**config.mk**
```make
export PLATFORM = sky130hd
export DESIGN_NAME = mem_port_arbiter
export DESIGN_NICKNAME = d
export VERILOG_FILES = /design/src/rtl/mem_port_arbiter.sv
export SDC_FILE = /design/constraint.sdc
export NUM_CORES = 1
export LEC_CHECK = 0
export BUFFER_PORTS_ARGS = -buffer_cell sky130_fd_sc_hd__buf_2
export CELL_PAD_IN_SITES_DETAIL_PLACEMENT = 1
export CELL_PAD_IN_SITES_GLOBAL_PLACEMENT = 1
export CORE_MARGIN = 10
export CORE_UTILIZATION = 34
export DETAILED_ROUTE_END_ITERATION = 8
export PLACE_DENSITY = 0.76
export RECOVER_POWER = 100
export SLEW_MARGIN = 20
export SYNTH_ARGS = -nofsm -noshare
export SYNTH_HDL_FRONTEND = slang
export SYNTH_SLANG_ARGS = --single-unit
```
**constraint.sdc**
```tcl
create_clock -name clk -period 4.45 [get_ports clk]
set_input_delay 0.445 -clock clk [delete_from_list [all_inputs] [get_ports clk]]
set_output_delay 0.445 -clock clk [all_outputs]
set_load 0.02 [all_outputs]
```
**src/rtl/mem_port_arbiter.sv**
```systemverilog
// Arbitrates one memory port between IFU and LSU, one transaction at a time (IDLE/ISSUE/WAIT/RESP).
// Define MEM_ARB_RR_EN for round-robin arbitration; otherwise LSU has fixed priority over IFU.
module mem_port_arbiter #(
  parameter int AW = 32,
  parameter int DW = 32
) (
  input  logic          clk,
  input  logic          rst,
  input  logic          ifu_req_valid,
  output logic          ifu_req_ready,
  input  logic [AW-1:0] ifu_addr,
  output logic          ifu_resp_valid,
  output logic [DW-1:0] ifu_rdata,
  input  logic          lsu_req_valid,
  output logic          lsu_req_ready,
  input  logic [AW-1:0] lsu_addr,
  input  logic          lsu_wen,
  input  logic [DW-1:0] lsu_wdata,
  input  logic [3:0]    lsu_wmask,
  output logic          lsu_resp_valid,
  output logic [DW-1:0] lsu_rdata,
  output logic          mem_req_valid,
  input  logic          mem_req_ready,
  output logic [AW-1:0] mem_addr,
  output logic          mem_wen,
  output logic [DW-1:0] mem_wdata,
  output logic [3:0]    mem_wmask,
  input  logic          mem_resp_valid,
  input  logic [DW-1:0] mem_rdata,
  output logic          busy
);

  typedef enum logic [1:0] {
    S_IDLE  = 2'd0,
    S_ISSUE = 2'd1,
    S_WAIT  = 2'd2,
    S_RESP  = 2'd3
  } state_t;

  localparam logic OWNER_IFU = 1'b0;
  localparam logic OWNER_LSU = 1'b1;

  state_t          state_q, state_d;
  logic            owner_q;
  logic [AW-1:0]   addr_q;
  logic            wen_q;
  logic [DW-1:0]   wdata_q;
  logic [3:0]      wmask_q;
  logic [DW-1:0]   ifu_rdata_q;
  logic [DW-1:0]   lsu_rdata_q;
  logic            lsu_first_s;
  logic            grant_lsu_s;
  logic            grant_ifu_s;
  logic            accept_s;

`ifdef MEM_ARB_RR_EN
  logic            last_grant_q;

  // Remember who won the last grant so a contested cycle alternates.
  always_ff @(posedge clk or posedge rst) begin
    if (rst) begin
      last_grant_q <= OWNER_LSU;
    end else if (accept_s) begin
      last_grant_q <= grant_lsu_s ? OWNER_LSU : OWNER_IFU;
    end else begin
      last_grant_q <= last_grant_q;
    end
  end

  assign lsu_first_s = (last_grant_q == OWNER_IFU);
`else
  assign lsu_first_s = 1'b1;
`endif

  // Grant decision; only meaningful in IDLE.
  always_comb begin
    grant_lsu_s = lsu_req_valid && (!ifu_req_valid || lsu_first_s);
    grant_ifu_s = ifu_req_valid && !grant_lsu_s;
    accept_s    = (state_q == S_IDLE) && !rst && (grant_lsu_s || grant_ifu_s);
  end

  // State register.
  always_ff @(posedge clk or posedge rst) begin
    if (rst) begin
      state_q <= S_IDLE;
    end else begin
      state_q <= state_d;
    end
  end

  // Next-state logic; completions outside WAIT are dropped.
  always_comb begin
    state_d = state_q;
    case (state_q)
      S_IDLE:  state_d = accept_s ? S_ISSUE : S_IDLE;
      S_ISSUE: state_d = mem_req_ready ? S_WAIT : S_ISSUE;
      S_WAIT:  state_d = mem_resp_valid ? S_RESP : S_WAIT;
      S_RESP:  state_d = S_IDLE;
      default: state_d = S_IDLE;
    endcase
  end

  // Handshake outputs decoded from state.
  always_comb begin
    ifu_req_ready  = 1'b0;
    lsu_req_ready  = 1'b0;
    mem_req_valid  = 1'b0;
    ifu_resp_valid = 1'b0;
    lsu_resp_valid = 1'b0;
    busy           = (state_q != S_IDLE);
    case (state_q)
      S_IDLE: begin
        ifu_req_ready = accept_s && grant_ifu_s;
        lsu_req_ready = accept_s && grant_lsu_s;
      end
      S_ISSUE: mem_req_valid = 1'b1;
      S_WAIT:  mem_req_valid = 1'b0;
      S_RESP: begin
        ifu_resp_valid = (owner_q == OWNER_IFU);
        lsu_resp_valid = (owner_q == OWNER_LSU);
      end
      default: busy = 1'b1;
    endcase
  end

  // Request payload captured at accept and held until the next accept.
  always_ff @(posedge clk or posedge rst) begin
    if (rst) begin
      owner_q <= OWNER_IFU;
      addr_q  <= {AW{1'b0}};
      wen_q   <= 1'b0;
      wdata_q <= {DW{1'b0}};
      wmask_q <= 4'b0000;
    end else if (accept_s && grant_lsu_s) begin
      owner_q <= OWNER_LSU;
      addr_q  <= lsu_addr;
      wen_q   <= lsu_wen;
      wdata_q <= lsu_wdata;
      wmask_q <= lsu_wen ? lsu_wmask : 4'b0000;
    end else if (accept_s) begin
      owner_q <= OWNER_IFU;
      addr_q  <= ifu_addr;
      wen_q   <= 1'b0;
      wdata_q <= {DW{1'b0}};
      wmask_q <= 4'b0000;
    end else begin
      owner_q <= owner_q;
      addr_q  <= addr_q;
      wen_q   <= wen_q;
      wdata_q <= wdata_q;
      wmask_q <= wmask_q;
    end
  end

  // Per-requester read data; writes return zero, the other requester's value is kept.
  always_ff @(posedge clk or posedge rst) begin
    if (rst) begin
      ifu_rdata_q <= {DW{1'b0}};
      lsu_rdata_q <= {DW{1'b0}};
    end else if ((state_q == S_WAIT) && mem_resp_valid && (owner_q == OWNER_LSU)) begin
      lsu_rdata_q <= wen_q ? {DW{1'b0}} : mem_rdata;
    end else if ((state_q == S_WAIT) && mem_resp_valid) begin
      ifu_rdata_q <= mem_rdata;
    end else begin
      ifu_rdata_q <= ifu_rdata_q;
      lsu_rdata_q <= lsu_rdata_q;
    end
  end

  assign mem_addr  = addr_q;
  assign mem_wen   = wen_q;
  assign mem_wdata = wdata_q;
  assign mem_wmask = wmask_q;
  assign ifu_rdata = ifu_rdata_q;
  assign lsu_rdata = lsu_rdata_q;

endmodule

```
==> flow_summary.html <==
<table>
<tr><th>Metric</th><th>Value</th></tr>
<tr><th colspan="2">Yosys</th></tr>
<tr><td>Yosys warning count</td><td>0</td></tr>
<tr><td>Count of distinct cell types in the synthesized netlist</td><td>23</td></tr>
<tr><td>Netlist area before placement</td><td>5410 sq um</td></tr>
<tr><td>Synthesis-stage register bit count</td><td>136</td></tr>
<tr><td>Synthesized instance count</td><td>around 420</td></tr>
<tr><td>Post-Synthesis Mean Instance Area</td><td>12.8 sq um</td></tr>
<tr><td>Sequential-to-total area share from yosys stat</td><td>62.9%</td></tr>
<tr><td>Total nets after synthesis</td><td>560</td></tr>
<tr><th colspan="2">Clocking</th></tr>
<tr><td>Clock latency reported for the late side of the worst-skew pair</td><td>0.41 ns</td></tr>
<tr><td>Maximum buffer depth of the clock tree</td><td>2</td></tr>
<tr><td>CTS tree</td><td>done</td></tr>
<tr><td>Hold buffers post-CTS</td><td>0</td></tr>
<tr><td>Post CTS Setup Buffer Count</td><td>0</td></tr>
<tr><td>Depth of the CTS H-tree</td><td>4</td></tr>
<tr><td>Number of buffers created by CTS</td><td>17</td></tr>
<tr><td>CTS Sinks</td><td>136</td></tr>
<tr><td>Clock tree root buffer cell</td><td>clkbuf_16</td></tr>
<tr><td>Clock edge transition at the registers on the reported setup and hold paths</td><td>0.06 ns</td></tr>
<tr><td>CTS resizes</td><td>0</td></tr>
<tr><th colspan="2">Power and ir drop</th></tr>
<tr><td>Static leakage</td><td>3.39 nW</td></tr>
<tr><td>Areal power density over the cells</td><td>807 nW/um^2</td></tr>
<tr><td>Worst-case vdd ir drop</td><td>0.000296 V</td></tr>
<tr><th colspan="2">Routing</th></tr>
<tr><td>Average wire per standard cell</td><td>20.4 microns</td></tr>
<tr><td>Remaining number of nets flagged by the antenna check after routing</td><td>0</td></tr>
<tr><td>Wirelength, routed</td><td>roughly 19,000 microns</td></tr>
<tr><td>Per-cell via count in the routed design</td><td>~5.0</td></tr>
<tr><td>Number of vias in the routed layout</td><td>4,575</td></tr>
<tr><td>Drt initial violations</td><td>171</td></tr>
<tr><td>Final routed DRC violation total</td><td>0</td></tr>
<tr><td>First-pass DRT Iterations</td><td>4</td></tr>
<tr><th colspan="2">Timing</th></tr>
<tr><td>Hold WS</td><td>around 0.26 ns</td></tr>
<tr><td>Final critical-path share of the clock period</td><td>75.0%</td></tr>
<tr><td>Worst-Margin Slew</td><td>2.82 ns</td></tr>
<tr><td>Unrepaired setup endpoints after global routing</td><td>false</td></tr>
<tr><td>Post-layout minimum cycle time</td><td>~3.3 ns</td></tr>
<tr><td>Max Slew Vio Count</td><td>around 170</td></tr>
<tr><td>Number of failing setup endpoints in the final timing report</td><td>0</td></tr>
<tr><td>Final worst-path setup slack</td><td>1.11 ns</td></tr>
<tr><td>Skew final</td><td>0.00956 ns</td></tr>
<tr><td>Highest clock frequency the design can meet</td><td>299 MHz</td></tr>
<tr><td>Final count of hold timing violations</td><td>0</td></tr>
<tr><td>Setup TNS Final</td><td>0 ns</td></tr>
<tr><td>Worst-case headroom to the max-slew limit</td><td>-89.0%</td></tr>
<tr><th colspan="2">Final layout</th></tr>
<tr><td>Layout fillers</td><td>1,826</td></tr>
<tr><td>Synthesis-to-finish area growth</td><td>37.8%</td></tr>
<tr><td>Area of all placed cells without fillers</td><td>7450 sq um</td></tr>
<tr><td>Share of layout cells above drive strength 1</td><td>34.0%</td></tr>
<tr><td>Non-filler cells, final</td><td>919</td></tr>
<tr><td>Number of nets in the layout</td><td>about 830</td></tr>
<tr><th colspan="2">Worst hold path</th></tr>
<tr><td>Path class of the lowest-slack min-delay path</td><td>in2async</td></tr>
<tr><th colspan="2">Global routing</th></tr>
<tr><td>Number of global-route vias before repair</td><td>5,181</td></tr>
<tr><td>Global-route wire length before repair</td><td>29,300 microns</td></tr>
<tr><td>Overall track demand over capacity in global routing</td><td>between 15 and 20%</td></tr>
<tr><td>Initial antenna violation count</td><td>2</td></tr>
<tr><td>Total global routing overflow</td><td>0</td></tr>
<tr><td>Largest net degree at the start of global routing</td><td>between 90 and 100</td></tr>
<tr><th colspan="2">Critical path</th></tr>
<tr><td>Delay of the slowest critical-path stage</td><td>2.08 ns</td></tr>
<tr><td>Sort of element at the start of the critical path</td><td>register</td></tr>
<tr><td>FF-to-FF Start</td><td>state_q[0]$_DFF_PP0_</td></tr>
<tr><td>Critical path start-end classification</td><td>reg2reg</td></tr>
<tr><td>FF-to-FF path depth</td><td>3</td></tr>
<tr><td>Maximum net fanout on the critical path</td><td>32</td></tr>
<tr><td>Buffers and inverters on the worst path</td><td>0</td></tr>
<tr><td>Setup slack of the worst register-to-register path</td><td>1.11 ns</td></tr>
<tr><td>Worst path required time</td><td>between 4 and 5 ns</td></tr>
<tr><td>Setup crit end kind</td><td>register</td></tr>
<tr><td>R2r endpoint</td><td>ifu_rdata[14]$_DFFE_PP0P_</td></tr>
<tr><td>CP arrival</td><td>3.63 ns</td></tr>
<tr><td>Worst-path cell with the longest stage delay</td><td>nor2_1</td></tr>
<tr><td>Series of cell instances along the critical path</td><td>nand3b_1 -&gt; nor2_1 -&gt; mux2_2</td></tr>
<tr><td>Gate family responsible for the most delay along the worst path</td><td>simple AND/OR/NAND/NOR gates</td></tr>
<tr><th colspan="2">Die</th></tr>
<tr><td>Placeable core region</td><td>15,700 sq um</td></tr>
<tr><td>Die extent in x</td><td>146 microns</td></tr>
<tr><td>Initial core utilization</td><td>34.4%</td></tr>
<tr><td>Floorplan die area</td><td>around 21,000 sq um</td></tr>
<tr><td>Standard-cell row count</td><td>46</td></tr>
<tr><td>Height of the chip</td><td>around 150 microns</td></tr>
<tr><td>Num ports</td><td>roughly 280</td></tr>
<tr><th colspan="2">Outcome</th></tr>
<tr><td>Violated checks</td><td>capacitance limit, slew limit</td></tr>
<tr><td>Outcome</td><td>finished with violations</td></tr>
<tr><th colspan="2">Placement</th></tr>
<tr><td>Final estimated routing congestion in global placement</td><td>0.781</td></tr>
<tr><td>Half-perimeter wire length of the detailed placement result</td><td>13,900 microns</td></tr>
<tr><td>Placed cell count</td><td>886</td></tr>
<tr><td>Total cell area at the placement stage</td><td>6970 sq um</td></tr>
<tr><td>Pre-CTS worst setup slack</td><td>approximately 2.1 ns</td></tr>
<tr><td>Count of buffers inserted at the top-level ports</td><td>277</td></tr>
<tr><th colspan="2">Job</th></tr>
<tr><td>Max-Cap Viols</td><td>4</td></tr>
</table>
## cell usage in the layout, fill, tap and decap left out, drive strengths merged, types with 2 or more instances in the layout
cell type,instances
a32o,4
nand2b,32
inv,6
buf,142
nor2,2
bufinv,5
mux2,32
a22o,33
nor3,2
or3,32
o21ai,34
o221a,32
clkbuf,164
dfrtp,136
nand2,37
## sequential cells by signal (all words and copies together) (netlist names), named ones only
| signal | count |
|---|---|
| ifu_rdata | 32 |
| owner_q | 1 |
| lsu_rdata | 32 |
| mem_wen | 1 |
| mem_wmask | 4 |
| state_q | 1 |
| mem_wdata | 32 |
| mem_addr | 32 |
## cells by family (layout without fill, tap and decap cells)
group	Yosys count	in the layout	share of synthesized area (%)
multiplexers	32	32	6.67
AND/OR/NAND/NOR	110	110	11.1
AO/OA/AOI/OAI	105	105	16.2
other	0	1	0
flip-flops	136	136	62.9
buffers and inverters	38	319	3.10
## cell type report
class / instances / area, sq um / share of cell area, %
Timing Repair Buffer: 283 / 1240 / 16.7
Antenna cell: 1 / 2.50 / 0.0336
Multi-Input combinational cell: 247 / 1840 / 24.7
Clock inverter: 9 / 184 / 2.47
Tap cell: 216 / 270 / 3.63
Inverter: 4 / 20.0 / 0.269
Sequential cell: 136 / 3400 / 45.7
Clock buffer: 23 / 488 / 6.55
## cells in the mapped netlist (all sizes together)
library cell | number | area share [%]
and3 | 1 | 0.12
nand4b | 1 | 0.16
or4b | 1 | 0.25
o221a | 32 | 6.7
o311ai | 1 | 0.16
nand3b | 1 | 0.14
o21ai | 34 | 3.1
inv | 4 | 0.28
nor3 | 2 | 0.19
clkbuf | 20 | 1.4
o21a | 1 | 0.14
nand2b | 32 | 3.7
or3 | 32 | 3.7
buf | 14 | 1.4
nor2 | 2 | 0.14
mux2 | 32 | 6.7
nor2b | 1 | 0.12
dfrtp | 136 | 63
a32o | 4 | 0.74
nand2 | 37 | 2.6
a22o | 33 | 5.3
## metal layers
metal | global-route usage, % | routed length [microns] | vias to the layer above
met5 | 0 | 13 | -
met4 | 6.66 | 458 | 2
met3 | 6.40 | 1340 | 34
met2 | 28.2 | 9020 | 213
met1 | 20.1 | 7920 | 2248
li1 | - | - | 2078
## how the worst max path moves through the flow
stage / start / end / slack (ns) / cells after the start
after floorplan: rst / async pin / 0.37 / 1
after global placement: rst / mem_addr[18]$_DFFE_PP0P_ / 2.19 / 4
after detailed placement: rst / mem_addr[29]$_DFFE_PP0P_ / 2.10 / 4
after CTS: register / lsu_req_ready / 1.89 / 5
after global routing: state_q[0]$_DFF_PP0_ / ifu_rdata[14]$_DFFE_PP0P_ / 0.91 / 3
final: state_q[0]$_DFF_PP0_ / ifu_rdata[14]$_DFFE_PP0P_ / 1.11 / 3
## worst reg2reg max path: stages, from the launching register on
cell and delay [ns]:
dfrtp_1 0.44, nand3b_1 0.21, nor2_1 2.08, mux2_2 0.50
## power by group
| group | leakage (nW) | internal, mW | switching, mW |
|---|---|---|---|
| combinational | 1.40 | 0.771 | 1.46 |
| sequential | 1.66 | 1.81 | 0.376 |
| clock | 0.325 | 1.06 | 0.528 |
| total | 3.39 | 3.64 | 2.37 |
## metrics by stage
stage,utilization [%],power (mW)
4_1_cts,48.6,6.24
5_1_grt,47.4,6.37
6_report,47.4,6.01
2_1_floorplan,-,3.62
3_5_place_dp,44.4,4.62
3_3_place_gp,44.4,4.52
(Power assumes the default switching activity.)
